==> config.mk <==
export PLATFORM = sky130hd
export DESIGN_NAME = sub_serial_nib
export DESIGN_NICKNAME = d
export VERILOG_FILES = /design/src/rtl/sub_pkg.sv /design/src/rtl/sub_nib4.sv /design/src/rtl/sub_serial_nib.sv
export SDC_FILE = /design/constraint.sdc
export NUM_CORES = 1
export LEC_CHECK = 0
export ABC_AREA = 1
export BUFFER_PORTS_ARGS = -buffer_cell sky130_fd_sc_hd__buf_4
export CAP_MARGIN = 25
export CELL_PAD_IN_SITES_DETAIL_PLACEMENT = 0
export CELL_PAD_IN_SITES_GLOBAL_PLACEMENT = 1
export CORE_ASPECT_RATIO = 2
export CORE_UTILIZATION = 39
export DETAILED_ROUTE_END_ITERATION = 10
export PLACE_DENSITY_LB_ADDON = 0.1
export SKIP_LAST_GASP = 1
export SLEW_MARGIN = 20
export SYNTH_ARGS = -nofsm -noshare
export SYNTH_HDL_FRONTEND = slang
export SYNTH_SLANG_ARGS = --single-unit
export TNS_END_PERCENT = 10
==> constraint.sdc <==
create_clock -name i_Clk -period 2.9 [get_ports i_Clk]
set_clock_uncertainty 0.1 [all_clocks]
set_input_delay 0.58 -clock i_Clk [delete_from_list [all_inputs] [get_ports i_Clk]]
set_output_delay 0.58 -clock i_Clk [all_outputs]
set_load 0.01 [all_outputs]
==> src/rtl/sub_pkg.sv <==
// Shared types and constants for the nibble-serial subtractor.
package sub_pkg;

  localparam int NIB_W = 4;

  typedef enum logic [1:0] {
    IDLE = 2'd0,
    CALC = 2'd1,
    DONE = 2'd2
  } state_t;

  // Width of the nibble counter; a single-nibble build still needs one bit.
  function automatic int cnt_w(input int nibbles);
    return (nibbles > 1) ? $clog2(nibbles) : 1;
  endfunction

endpackage

==> src/rtl/sub_nib4.sv <==
// Combinational 4-bit subtract stage: {b_out, d} = a - b - b_in.
module sub_nib4
  import sub_pkg::*;
(
  input  logic [NIB_W-1:0] a,
  input  logic [NIB_W-1:0] b,
  input  logic             b_in,
  output logic [NIB_W-1:0] d,
  output logic             b_out
);

  logic carry;

  // Two's-complement subtract: a + ~b + ~b_in; a missing carry means a borrow.
  assign {carry, d} = {1'b0, a} + {1'b0, ~b} + {{NIB_W{1'b0}}, ~b_in};
  assign b_out      = ~carry;

endmodule

==> src/rtl/sub_serial_nib.sv <==
// Nibble-serial subtractor A - B - i_Borrow, LS nibble first, valid/ready on both sides.
// Optional signed-overflow output enabled with `define SUB_OVF_EN.
module sub_serial_nib
  import sub_pkg::*;
#(
  parameter int NIBBLES = 2
) (
  input  logic                     i_Clk,
  input  logic                     i_Reset,
  input  logic                     i_Valid,
  output logic                     o_Ready,
  input  logic [NIB_W*NIBBLES-1:0] i_bit1,
  input  logic [NIB_W*NIBBLES-1:0] i_bit2,
  input  logic                     i_Borrow,
  output logic                     o_Valid,
  input  logic                     i_Ready,
  output logic [NIB_W*NIBBLES-1:0] o_Resta,
  output logic                     o_Borrow
`ifdef SUB_OVF_EN
  ,
  output logic                     o_Overflow
`endif
);

  localparam int W  = NIB_W * NIBBLES;
  localparam int CW = cnt_w(NIBBLES);

  state_t          state_q, state_d;
  logic [CW-1:0]   cnt_q;
  logic [W-1:0]    a_q, b_q, resta_q;
  logic            bin_q, borrow_q, ready_q, valid_q;
  logic            accept, last;
  logic [NIB_W-1:0] a_nib, b_nib, d_nib;
  logic            b_out;

  assign accept = i_Valid && ready_q;
  assign last   = (cnt_q == CW'(NIBBLES - 1));
  assign a_nib  = a_q[cnt_q*NIB_W +: NIB_W];
  assign b_nib  = b_q[cnt_q*NIB_W +: NIB_W];

  sub_nib4 u_stage (
    .a     (a_nib),
    .b     (b_nib),
    .b_in  (bin_q),
    .d     (d_nib),
    .b_out (b_out)
  );

  // NOTE: next-state is given a default first so no path leaves it unassigned (no latch).
  always_comb begin
    state_d = state_q;
    unique case (state_q)
      IDLE:    if (accept)  state_d = CALC;
      CALC:    if (last)    state_d = DONE;
      DONE:    if (i_Ready) state_d = IDLE;
      default: state_d = IDLE;
    endcase
  end

  // NOTE: sequential state uses non-blocking assignments so every register samples pre-edge values.
  always_ff @(posedge i_Clk or posedge i_Reset) begin
    if (i_Reset) begin
      state_q <= IDLE;
    end else begin
      state_q <= state_d;
    end
  end

  // Handshake flags are registered from the next state so they line up with it.
  always_ff @(posedge i_Clk or posedge i_Reset) begin
    if (i_Reset) begin
      ready_q  <= 1'b0;
      valid_q  <= 1'b0;
      cnt_q    <= '0;
      a_q      <= '0;
      b_q      <= '0;
      bin_q    <= 1'b0;
      resta_q  <= '0;
      borrow_q <= 1'b0;
    end else begin
      ready_q <= (state_d == IDLE);
      valid_q <= (state_d == DONE);
      unique case (state_q)
        IDLE: begin
          if (accept) begin
            a_q   <= i_bit1;
            b_q   <= i_bit2;
            bin_q <= i_Borrow;
            cnt_q <= '0;
          end
        end
        CALC: begin
          resta_q[cnt_q*NIB_W +: NIB_W] <= d_nib;
          bin_q <= b_out;
          if (last) begin
            borrow_q <= b_out;
            cnt_q    <= '0;
          end else begin
            cnt_q <= cnt_q + 1'b1;
          end
        end
        default: ;
      endcase
    end
  end

`ifdef SUB_OVF_EN
  logic ovf_q;

  // Borrow into the MSB is recovered from its sum bit: d3 = a3 ^ b3 ^ borrow_in3.
  always_ff @(posedge i_Clk or posedge i_Reset) begin
    if (i_Reset) begin
      ovf_q <= 1'b0;
    end else if (state_q == CALC && last) begin
      ovf_q <= d_nib[NIB_W-1] ^ a_nib[NIB_W-1] ^ b_nib[NIB_W-1] ^ b_out;
    end
  end

  assign o_Overflow = ovf_q;
`endif

  assign o_Ready  = ready_q;
  assign o_Valid  = valid_q;
  assign o_Resta  = resta_q;
  assign o_Borrow = borrow_q;

endmodule

== Word level (Yosys, flattened, before mapping) ==
Cells that the tools add are included.
Cells by class
  equality and inequality tests: 4
  reductions and logical operators: 7
  shift operators: 4
  $add $sub $neg: 4
  multiplexer cells: 10
  bitwise operators: 3
Operators by type and width (number)
  negator 3 -> 34 bit: 1
  variable shift 4 x 34 -> 8 bit, first input constant: 1
  indexed part select 4 x 34 -> 8 bit: 1
  indexed part select 8 x 4 -> 4 bit: 2
  bitwise mux 8 bit: 1
  2-to-1 mux 2 bit: 3
  case mux 2 bit (3 select lines): 1
  AND reduction 2 bit: 3
  adder 4 x 4 -> 5 bit: 1
  adder 5 x 1 -> 5 bit: 1
  == test 2 bit, second input constant: 2
  logical NOT 2 bit: 2
  inverter 4 bit: 1
  case mux 1 bit (2 select lines): 2
  2-to-1 mux 1 bit: 3
  == test 2 x 1 -> 1 bit, second input constant: 1
  != test 2 bit, second input constant: 1
  inverter 1 bit: 2
  nonzero test 2 bit: 1
  adder 1 bit, second input constant: 1
  logical AND 1 bit: 1
Word-level totals
  input port bits: 21
  register bits after elaboration: 31

== Depth between registers and ports, before layout ==
  word-level depth: 6
  mapped depth: 11
  depth with buffers taken out: 10

== By module ==
A second synthesis with hierarchy kept.
Unflattened totals
  cell total of the unflattened synthesis: 185
  area, all modules: 1542.7 um2
By module, submodules not included
  sub_serial_nib: times used 1, cells each 158, area each 1371.3 um2
  sub_nib4: times used 1, cells each 27, area each 171.4 um2

== Worst setup path before layout ==
OpenSTA, ideal clock, no wires.
  kind: reg-to-reg
  start: register cnt_q
  end: register bin_q
  required time: 2.676 ns
  arrival time: 1.988 ns
  setup time: 0.124 ns
  cell stages (with the launch flop): 10
  slack: 0.688 ns
  cells stage by stage: dfrtp_1 buf_4 buf_2 nand2_1 o21ai_0 fa_1 fa_1 nand3b_1 nand3_1 nand3_1
On the way
  longest elaborated chain between the ends: 6
RTL lines
  start, declared: RTL line sub_serial_nib.sv:29  | logic [CW-1:0] cnt_q;
  start signal, assigned: RTL line sub_serial_nib.sv:99  | cnt_q <= cnt_q + 1'b1;
  indexed part select 8 x 4 -> 4 bit: RTL line sub_serial_nib.sv:39  | assign b_nib = b_q[cnt_q*NIB_W +: NIB_W];
  inverter 4 bit: RTL line sub_nib4.sv:15  | assign {carry, d} = {1'b0, a} + {1'b0, ~b} + {{NIB_W{1'b0}}, ~b_in};
  adder 4 x 4 -> 5 bit (*): RTL line sub_nib4.sv:15
  adder 5 x 1 -> 5 bit (*): RTL line sub_nib4.sv:15
  inverter 1 bit (*): RTL line sub_nib4.sv:16  | assign b_out = ~carry;
  case mux 1 bit (2 select lines) (*): RTL line sub_serial_nib.sv:83  | unique case (state_q)
  end signal, assigned: RTL line sub_serial_nib.sv:88  | bin_q <= i_Borrow;
  end signal, assigned: RTL line sub_serial_nib.sv:94  | bin_q <= b_out;
  end, declared: RTL line sub_serial_nib.sv:31  | logic bin_q, borrow_q, ready_q, valid_q;
Every way passes the cells marked *; elsewhere a longest branch is shown, timed or not.
A chain may end at the register's enable or synchronous reset.

== Worst setup path in the final report ==
Same ends and word-level chain as after synthesis.

==> impl_metrics.yaml <==
run_status:
  status: "complete, no violations"
yosys:
  synth_top_family_by_area: "simple AND/OR/NAND/NOR gates"
  synth_compound_area_share_pct: 11.7
  synthDistinctLibCells: 22
  syn-instance-count: 161
  synth_nets: 187
  synth-edff-count: 0
  postSynthAreaPerCell_um2: 8.93
  async_flop_share_pct: 100
  synth.most_common_cell: "nand2_1"
  synthAdderAreaFrac_pct: 5.40
  yosys-top-cells-count: "nand2_1 (36), dfrtp_1 (31), inv_1 (22)"
  synth_ff_type: "dfrtp_1"
  synth_simple_gate_area_share_pct: 18.9
  synth_seq_area_share_pct: 54.0
  yosysWarnings: 0
  syn_area_um2: 1440
  synthTopCellsByArea: "dfrtp_1 (54%), nand2_1 (9.4%), inv_1 (5.7%), o21ai_1 (4.5%), o21ai_0 (3.5%)"
  synthMuxAreaShare_pct: 0
  yosysTopAreaCell: "dfrtp_1"
  synth_xor_area_share_pct: 0.609
  synth_top_area_share_pct: 54.0
  synth-seq-cells: 31
floorplan:
  die_h_um: 87.9
  initial_utilization_pct: 41.6
  die-area_um2: 3950
  rows: 30
  boundaryPins: 32
  core-area_um2: 3450
  die_w_um: 44.9
timing:
  maxSlewViolCount: 0
  fin_crit_sh_pct: 81.2
  setup_viol: 0
  worst_pin_slew_ns: 0.620
  tns_ns: 0
  hold_ws_ns: 0.277
  timing.fmax_mhz: 425
  slew_headroom_pct: 58.6
  layout_setup_ws_ns: 0.546
  finalHoldViolCount: 0
  rsz0062_at_grt: "no"
  fin_crit_ns: 2.35
detailed_routing:
  num_vias: 1144
  drt-total-wl_mm: 2.76
  firstDrtPassIters: 4
  antenna_left: 0
  wl_per_cell_um: 11.3
  drc: 0
  viasPerCell: 4.69
  drtIter0Drc: 21
clocking:
  clk_latency_ns: 0.28
  cts.clk_slew.worst_paths_ns: 0.06
  cts_tree: "yes"
  cts_setup_buffers: 0
  htree_levels: 2
  numCtsBuffers: 5
  holdBufCountCts: 0
  cts-root-buf: "clkbuf_8"
  clkSinkCount: 31
  cts_resized: 0
  clockBufferDepth: 2
global_route:
  grt.total_usage_pct: 16.7
  grt_pass1_wl_mm: 4.69
  grt-ovfl-total: 0
  grt_pass1_vias: 1091
  grt_max_degree: 36
  antenna_found_initial: 0
cells_and_area:
  layout-drive-gt1-share_pct: 24.0
  diodes: 0
  syn_to_final_growth_pct: 23.8
  multiInputGateArea_um2: 526
  finalNetCount: 221
  fillerInstances: 343
  seq_area_um2: 776
critical_path:
  rrSetupSlack_ns: 0.55
  cpLargestDelayFamily: "adder cells"
  crit_path_max_incr_delay_ns: 0.65
  path_cells: "inv_2 -> nand2_1 -> nand2_1 -> fa_1 -> fa_1 -> nand3b_1 -> nand3_1 -> nand3_1"
  arrival_ns: 2.42
  worstPathRequired_ns: 2.96
  critPathBufInv: 1
  crit_fanout: 17
  criticalPathCategory: "reg2reg"
  cp_slowest_cell: "dfrtp_1"
  startpoint_type: "register"
  worstSetupEndpointType: "register"
placement:
  dp_slack_ns: 0.520
  routabilityCongestion: 0.725
  io_buffers: 31
  place_hpwl_mm: 2.11
min_path:
  hp-class: "in2async"
power:
  power.leakage_nw: 0.937
  cellPowerDensity_nw_per_um2: 1200
  ir_worst_vdd_uv: 502
run:
  drv_cap: 0
registers in the layout, indices dropped and copies added, names as in the netlist:
signal    count
state_q       2
o_Resta       8
a_q           8
bin_q         1
o_Valid       1
cnt_q         1
o_Borrow      1
o_Ready       1
b_q           8
metrics by stage:
stage / instances / util [%] / area [um2] / power (mW)
floorplan: 161 / - / 1440 / 1.53
global placement: 236 / 49.2 / 1700 / 1.80
detailed placement: 236 / 49.2 / 1700 / 1.84
CTS: 244 / 51.6 / 1780 / 2.17
global route: 244 / 51.6 / 1780 / 2.36
finish: 244 / 51.6 / 1780 / 2.13
cell type report:
cell class / count / area share (%)
Sequential cell: 31 / 43.6
Multi-Input combinational cell: 99 / 29.5
Timing Repair Buffer: 32 / 13.5
Inverter: 26 / 5.48
Clock buffer: 7 / 4.29
Tap cell: 48 / 3.37
Clock inverter: 1 / 0.281
worst paths after layout:
kind | from | end | cells past startpoint
setup / recovery | cnt_q | bin_q | 8
hold / removal | i_Reset | o_Resta[0] | 3
setup reg to reg | cnt_q | bin_q | 8
hold reg to reg | o_Borrow | o_Borrow | 2
max in group asynchronous | i_Reset | b_q[7] | 3
min in group i_Clk | o_Borrow | o_Borrow | 2
power by group:
group | total (mW) | internal [mW] | switching [mW]
sequential | 0.775 | 0.644 | 0.131
clock | 0.319 | 0.168 | 0.151
combinational | 1.04 | 0.432 | 0.606
total | 2.13 | 1.24 | 0.888
cell usage in the layout, fill, tap and decap left out, types with 3 or more instances in the layout:
master	netlist	final
o21ai_1	13	13
ha_1	3	3
buf_4	3	32
dfrtp_1	31	31
nand3_1	9	9
inv_2	4	4
nand2_1	36	36
clkbuf_8	0	5
o21ai_0	10	10
a21oi_1	8	8
inv_1	22	22
nor2_1	7	7
worst min-delay path, stage by stage:
cell and delay, ns:
buf_4 0.11, inv_1 0.04, buf_4 0.34
metal layers:
metal  vias to the layer above  wire, um  global-route usage, %  share of wire, %
li1                        572         -                      -                 -
met1                       531      1010                   16.0                37
met2                        30      1530                   29.2                55
met3                        11       107                   4.74               3.9
met4                         0       108                   11.0               3.9
met5                         -         0                      0                 0
cell families after synthesis:
family	after synthesis
AND/OR/NAND/NOR	60
AO/OA/AOI/OAI	33
buffers and inverters	31
flip-flops	31
adder cells (fa/ha/maj)	5
XOR/XNOR	1
(Power assumes the default switching activity.)
